File: config.mk
export PLATFORM = sky130hd
export DESIGN_NAME = mux2_stream
export DESIGN_NICKNAME = d
export VERILOG_FILES = /design/src/rtl/mux2_stream.sv
export SDC_FILE = /design/constraint.sdc
export NUM_CORES = 1
export LEC_CHECK = 0
export ABC_AREA = 1
export CORE_MARGIN = 8
export CORE_UTILIZATION = 38
export DETAILED_ROUTE_END_ITERATION = 10
export GPL_TIMING_DRIVEN = 0
export MAX_ROUTING_LAYER = met4
export PLACE_DENSITY_LB_ADDON = 0.3
export SLEW_MARGIN = 20
export SYNTH_ARGS = -nofsm -noshare
export SYNTH_HDL_FRONTEND = slang
export SYNTH_SLANG_ARGS = --single-unit
File: constraint.sdc
create_clock -name clk -period 1.5 [get_ports clk]
set_clock_uncertainty 0.15 [all_clocks]
set_input_delay 0.15 -clock clk [delete_from_list [all_inputs] [get_ports clk]]
set_output_delay 0.15 -clock clk [all_outputs]
set_load 0.02 [all_outputs]
File: src/rtl/mux2_stream.sv
// mux2_stream: merges two valid/ready streams (a0, a1) into one registered
// output stream y, tagging each word with its source.
// Tie arbitration is selected at build time by MUX2_STREAM_RR_EN:
//   defined   -> round-robin (grant = ~last on a tie)
//   undefined -> fixed priority (a0 wins every tie)
module mux2_stream #(
  parameter int WIDTH = 8
) (
  input  logic             clk,
  input  logic             rst_n,
  input  logic [WIDTH-1:0] a0_data,
  input  logic             a0_valid,
  output logic             a0_ready,
  input  logic [WIDTH-1:0] a1_data,
  input  logic             a1_valid,
  output logic             a1_ready,
  output logic [WIDTH-1:0] y_data,
  output logic             y_valid,
  input  logic             y_ready,
  output logic             y_src
);

  logic [WIDTH-1:0] y_data_q, y_data_d;
  logic             y_valid_q, y_valid_d;
  logic             y_src_q, y_src_d;
  logic             last_q, last_d;

  logic load;     // output register can accept a word this cycle
  logic req_any;  // at least one requester
  logic gnt_sel;  // granted source when req_any
  logic take;     // an input transfer happens this cycle

  assign load    = ~y_valid_q | y_ready;
  assign req_any = a0_valid | a1_valid;

  // Grant select: a lone requester wins; a tie is resolved by the build mode.
  always_comb begin
    gnt_sel = a1_valid;
    if (a0_valid && a1_valid) begin
`ifdef MUX2_STREAM_RR_EN
      gnt_sel = ~last_q;
`else
      gnt_sel = 1'b0;
`endif
    end
  end

  // Readys are forced low while reset is held, even though load is high then.
  assign take     = load & req_any & rst_n;
  assign a0_ready = take & ~gnt_sel;
  assign a1_ready = take &  gnt_sel;

  // Next state of the output register: load on transfer, empty on drain only.
  always_comb begin
    y_data_d  = y_data_q;
    y_valid_d = y_valid_q;
    y_src_d   = y_src_q;
    last_d    = last_q;
    if (take) begin
      y_data_d  = gnt_sel ? a1_data : a0_data;
      y_src_d   = gnt_sel;
      y_valid_d = 1'b1;
      last_d    = gnt_sel;
    end else if (y_ready) begin
      y_valid_d = 1'b0;
    end
  end

  // State registers; last resets to 1 so a0 wins the first tie.
  always_ff @(posedge clk or negedge rst_n) begin
    if (!rst_n) begin
      y_data_q  <= '0;
      y_valid_q <= 1'b0;
      y_src_q   <= 1'b0;
      last_q    <= 1'b1;
    end else begin
      y_data_q  <= y_data_d;
      y_valid_q <= y_valid_d;
      y_src_q   <= y_src_d;
      last_q    <= last_d;
    end
  end

  assign y_data  = y_data_q;
  assign y_valid = y_valid_q;
  assign y_src   = y_src_q;

endmodule

# Word level (Yosys, flattened, before mapping)
# Cells that the tools add are included.
classes:
  reduce_logical: 2
  bitwise_logic: 8
  n_mux: 4
op_table:
  columns: ["cell", "n"]
  rows:
  - ["$mux W8", 1]
  - ["$and A1 B1 Y1", 4]
  - ["$mux W1", 3]
  - ["$not A1 Y1", 2]
  - ["$or A1 B1 Y1", 2]
  - ["$reduce_bool A2 Y1", 1]
  - ["$logic_and A1 B1 Y1", 1]
totals:
  regBits: 10

# Depth between registers and ports, before layout
# Gate-level depths: netlist (run 1).
logic_depth:
  word_depth: 5
  ltp_mapped: 6
  mapped_depth_nobuf: 6

# Worst setup path before layout (run 1)
# Ideal clock, no wire load.
synth_path:
  kind: "flip-flop to output port"
  from: "reg y_valid_q, in the netlist y_valid"
  to: "out a0_ready"
  setup_slack_ns: 0.198
  t_arrival_ns: 1.002
  stages_incl_launch_ff: 4
  cell_sequence: "dfrtp_1 nand2_4 nand2_1 nor2_1"
synth_via:
  elab_chain_len: 5
synth_lines:
  columns: ["element", "line_no", "source"]
  rows:
  - ["start: declaration", "24", "logic y_valid_q, y_valid_d;"]
  - ["start signal: assignment", "78", "y_valid_q <= y_valid_d;"]
  - ["$not A1 Y1", "33", "assign load = ~y_valid_q | y_ready;"]
  - ["$or A1 B1 Y1", "33", null]
  - ["$and A1 B1 Y1 (2 in a row)", "49", "assign take = load & req_any & rst_n;"]
  - ["$and A1 B1 Y1", "50", "assign a0_ready = take & ~gnt_sel;"]
  - ["end: declaration", "13", "output logic a0_ready,"]
# Every way passes these cells.

# Final worst setup path (run 1)
layout_path:
  from: "in a0_valid"
  to: "out a1_ready"
layout_via:
  elab_chain_len: 4
  elab_cells_between_ends: 6
layout_lines:
  columns: ["element", "line_no", "source"]
  rows:
  - ["start: declaration", "12", "input logic a0_valid,"]
  - ["$or A1 B1 Y1", "34", "assign req_any = a0_valid | a1_valid;"]
  - ["$and A1 B1 Y1 (2 in a row)", "49", null]
  - ["$and A1 B1 Y1 *", "51", "assign a1_ready = take & gnt_sel;"]
  - ["end: declaration", "16", "output logic a1_ready,"]
# Mark *: on every way between the ends. The rest lies on a longest branch, timed or not.

==> out/results.ini, run 1 <==
[routing]
drtAntennaViolNets=0
drcViolationCount=0
vias_per_cell=4.643
num_vias=585
dr.pass1.iters=2
initialDrtViolationCount=7
wl_um=1463
post_drt_wl_per_cell_um=11.61

[sta]
finalSetupViolations=0
period_needed_ps=1408
timing.final.ws_setup_ps=91.74
clock.fmax_ghz=0.7101
hold_viol_final=0
fin_crit_sh_pct=93.88
rsz0062_at_grt=yes
slew_headroom_pct=69.87
drv_slew=0
worstMarginPinSlew_ps=450.5

[grt]
grt_pass1_vias=584
grtUsageTotal_pct=11.66
grt_max_degree=11
antenna_found_initial=0
grt_pass1_wl_um=2470
grt-ovfl-total=0

[floorplanning]
ios=33
start_util_pct=41.56
core_region_area_um2=1334
fp.dieH_um=54.19
rows=13
die_w_um=54.19
dieArea_um2=2937

[clocking]
h-tree-depth=1
insertion_delay_ps=260
root_buffer=clkbuf_4
clock_path_buffers=2
numCtsBuffers=3
cts_tree=done
clk_pin_slew_ps=70
clock-sinks=10

[critical_path]
cp_max_fo=9
startpoint_type=input pin
required_ps=1200
cp-end-kind=primary output
arrival_ps=1110
critPathKind=in2out

[run]
cap_violations=0

[finish]
final_common_cell=nand2_1
n_antenna_cell=0
fin_area_um2=934.6
fill_cells=130
instances_no_fill=126
final_cell_mix=nand2_1 (43), clkdlybuf4s50_1 (18), dlygate4sd2_1 (10), dfrtp_1 (10), nand3_1 (8)
utilization_pct=70.08
drive_gt1_share_pct=16.22
num-nets-final=133
syn_to_final_growth_pct=68.62

[synth]
yosysSeqAreaShare_pct=45.15
ys_ff_latch=10
synth.distinct_cells=11
syn_inst=74
synth_area_um2=554.3
yosys_warnings=0
synth.net_count=95
syn_avg_cell_area_um2=7.490

[placed_design]
dp_slack_ps=-853.8
hpwl_um=1187
dpl_cell_area_um2=883.3
place_congestion=0.7269
placedCellCount=120
port_buffers=31

[pwr]
finalPower_w=0.0008651
peakVddDrop_uv=425.7
powerDensity_nw_per_um2=925.5
power_leakage_nw=0.5042

[worst_hold_path]
min_path_type=in2reg

[outcome]
status=finished, final reports clean

[repair_timing]
item / 4_1_cts / 5_1_grt
resized for setup: 23 / 4
endpoints found under the hold margin: 10 / 0
hold buffers: 1 / 0
buffers inserted: 1 / 0
setup endpoints to repair: 20 / 2
[worst paths after layout]
kind / from / to / slack (ps) / cells past startpoint
worst max register to register: y_valid / y_data[4] / 340 / 5
min in group asynchronous: rst_n / y_valid / 380 / 2
worst min-delay path: a1_valid / y_data[0] / 110 / 5
worst max-delay path: a0_valid / a1_ready / 90 / 5
max in group asynchronous: rst_n / y_data[1] / 500 / 2
worst min register to register: y_data[0] / y_data[0] / 330 / 2
[cell usage after synthesis]
cell type | number | area, um^2
nand2_1 | 44 | 165.2
dfrtp_1 | 10 | 250.2
nand3_1 | 8 | 40.04
inv_1 | 2 | 7.510
inv_2 | 2 | 7.510
nand2_4 | 2 | 22.52
nor2_4 | 2 | 22.52
buf_6 | 1 | 11.26
nand3_4 | 1 | 17.52
nor2_1 | 1 | 3.750
nor2_2 | 1 | 6.260
[layer usage]
layer,wire length (um),part of all wire (%),GRT usage (%),up-vias
li1,-,-,-,305
met1,536,37,11.48,257
met2,765,52,19.47,21
met3,134,9.2,3.581,2
met4,27,1.8,7.377,0
met5,0,0,-,-
[flip-flops by register name, indices dropped and copies added, names as in the netlist]
name,flops
y_data,8
y_valid,1
y_src,1
[logic make-up after synthesis]
family / count (synthesis) / synth area share [%]
DFF: 10 / 45.15
and+or+nand+nor: 59 / 50.11
buffers and inverters: 5 / 4.741
[area by class of cell]
cell class / count / area (um^2) / area share (%)
Tap cell: 15 / 18.77 / 2.008
Sequential cell: 10 / 250.2 / 26.77
Multi-Input combinational cell: 59 / 285.3 / 30.52
Timing Repair Buffer: 33 / 315.3 / 33.73
Buffer: 1 / 11.26 / 1.205
Clock buffer: 4 / 36.28 / 3.882
Inverter: 4 / 17.52 / 1.874
[critical path, cell delays in order]
cell and delay [ps]:
clkdlybuf4s50_1 500, inv_4 110, nand2_4 90, nor2_4 130, buf_6 120
[where the power goes]
| part | switching, W | total, W | internal, W |
|---|---|---|---|
| Sequential | 0.0000229 | 0.000337 | 0.000314 |
| Clock | 0.0000882 | 0.000235 | 0.000147 |
| Combinational | 0.000161 | 0.000293 | 0.000132 |
[per-stage QoR]
stage	setup TNS, ps	hold WS [ps]
floorplan	0	-295.6
global placement	-4582	304.3
detailed placement	-4941	316.6
CTS	0	110.9
global route	-5.306	124.3
finish	0	113.3
(Power assumes the default switching activity.)
==> run 2: changes to the inputs <==
GPL_ROUTABILITY_DRIVEN = 0   (was not set)
PLACE_DENSITY = 0.8   (was not set)
PLACE_DENSITY_LB_ADDON = not set   (was 0.3)
==> run 2 against run 1 <==
Flip-flop and latch count stayed put. Combinational power hardly changed. Non-clock buffer count is 1 higher. Sequential power hardly changed. Utilization is 0.094 points higher. Design area is 0.13% higher. Global-route usage is 0.62 points higher. First-iteration DRC count is 57% higher. Routed wire length is 11% higher. Sequential share of layout area hardly changed. Highest routed layer unchanged.
==> out/results.ini, run 2 (synthesized netlist as in run 1, its figures left out) <==
[run]
cap_violations=0

[sta]
worstMarginPinSlew_ps=486.6
rsz0062_at_grt=no
finalSetupViolations=0
timing.final.ws_setup_ps=78.68
clock.fmax_ghz=0.7036
period_needed_ps=1421
hold_viol_final=0
drv_slew=0
slew_headroom_pct=67.45
fin_crit_sh_pct=94.75

[finish]
fill_cells=122
syn_to_final_growth_pct=68.85
largest_register_ffs=8
final_common_cell=nand2_1
final_cell_mix=nand2_1 (43), clkdlybuf4s50_1 (17), dlygate4sd2_1 (10), dfrtp_1 (10), nand3_1 (8)
drive_gt1_share_pct=16.96
n_antenna_cell=0
num-nets-final=134

[routing]
dr.pass1.iters=4
drtAntennaViolNets=0
post_drt_wl_per_cell_um=12.76
drcViolationCount=0
vias_per_cell=4.622
initialDrtViolationCount=11
num_vias=587
wl_um=1621

[grt]
antenna_found_initial=0
grt-ovfl-total=0
grtUsageTotal_pct=12.28
grt_pass1_wl_um=2573
grt_max_degree=11
grt_pass1_vias=549

[clocking]
clock_path_buffers=2
clock-sinks=10
h-tree-depth=1
clk_pin_slew_ps=70
root_buffer=clkbuf_4
numCtsBuffers=3
cts_tree=done
insertion_delay_ps=260

[pwr]
power_frac_seq_pct=38.3
p_int_w=0.0005938
p_clk_share_pct=28.1
netSwitchingPower_w=0.0002871
finalPower_w=0.0008809
peakVddDrop_uv=547.9
power_leakage_nw=0.5169
switching_share_pct=32.59
p_comb_share_pct=33.6
powerDensity_nw_per_um2=941.2

[critical_path]
required_ps=1200
startpoint_type=register
cp-end-kind=primary output
critPathKind=reg2out
arrival_ps=1120
cp_max_fo=3

[placed_design]
dp_slack_ps=-856.3
port_buffers=31
hpwl_um=1200

[outcome]
status=finished, final reports clean

[floorplanning]
rows=13
fp.dieH_um=54.19
dieArea_um2=2937
core_region_area_um2=1334
die_w_um=54.19
start_util_pct=41.56
ios=33

[worst_hold_path]
min_path_type=in2reg

run 2: cell count changes in the layout (fill, tap and decap cells not counted):
cell and change:
clkdlybuf4s50_1 -1, buf_6 -1, nor2_4 -1, dlymetal6s2s_1 +1
nor2_2 +1, buf_4 +2
run 2: routing by layer:
layer	global-route usage, %	routed length (um)	vias up
li1	-	-	309
met1	14.94	705	245
met4	7.377	34	0
met2	17.18	683	29
met5	-	0	-
met3	3.857	198	4
run 2: final cells by class:
class | instances | area [um^2] | area share (%)
multi-input cells | 59 | 280.3 | 29.95
clock buffers | 4 | 36.28 | 3.877
flip-flops and latches | 10 | 250.2 | 26.74
repair buffers | 34 | 321.6 | 34.36
well taps | 15 | 18.77 | 2.005
plain buffers | 1 | 11.26 | 1.203
inverters | 4 | 17.52 | 1.872
run 2: worst max-delay path: stages (launching register included):
cell and delay (ps):
dfrtp_1 410, nand2_4 100, nand2_2 90, nor2_2 110, buf_4 150
run 2: stage by stage:
step                      cells  hold slack, ps  cell area [um^2]  utilization, %  TNS, ps
after floorplan              74          -295.6             554.3               -        0
after global placement      120           303.1             883.3           66.23    -4744
after detailed placement    120           308.4             883.3           66.23    -4990
after CTS                   127           112.0             930.9           69.79        0
after global routing        127           127.1             935.9           70.17        0
final                       127           112.8             935.9           70.17        0
run 2: worst paths after layout:
| kind | startpoint | endpoint | slack, ps | cells after the start |
|---|---|---|---|---|
| setup / recovery | y_valid | a1_ready | 80 | 4 |
| hold / removal | a1_valid | y_data[2] | 110 | 5 |
| setup reg to reg | y_valid | y_data[7] | 370 | 5 |
| hold reg to reg | y_src | y_src | 320 | 2 |
| max in group asynchronous | rst_n | y_data[6] | 470 | 2 |
| min in group asynchronous | rst_n | y_src | 400 | 2 |
run 2: power by group through the flow:
stage                     Combinational (W)  Clock (W)  Sequential, W
after global placement             0.000321          0       0.000342
after CTS                          0.000300   0.000249       0.000337
after floorplan                   0.0000943          0       0.000399
after detailed placement           0.000325          0       0.000344
after global routing               0.000322   0.000270       0.000343
final                              0.000296   0.000247       0.000337
run 2: what timing repair did:
item                                    in CTS  in global routing
gates resized for setup                     24                  2
endpoints found under the setup margin      20                  2
hold buffers                                 1                  0
endpoints found under the hold margin       10                  0
buffers inserted                             2                  0
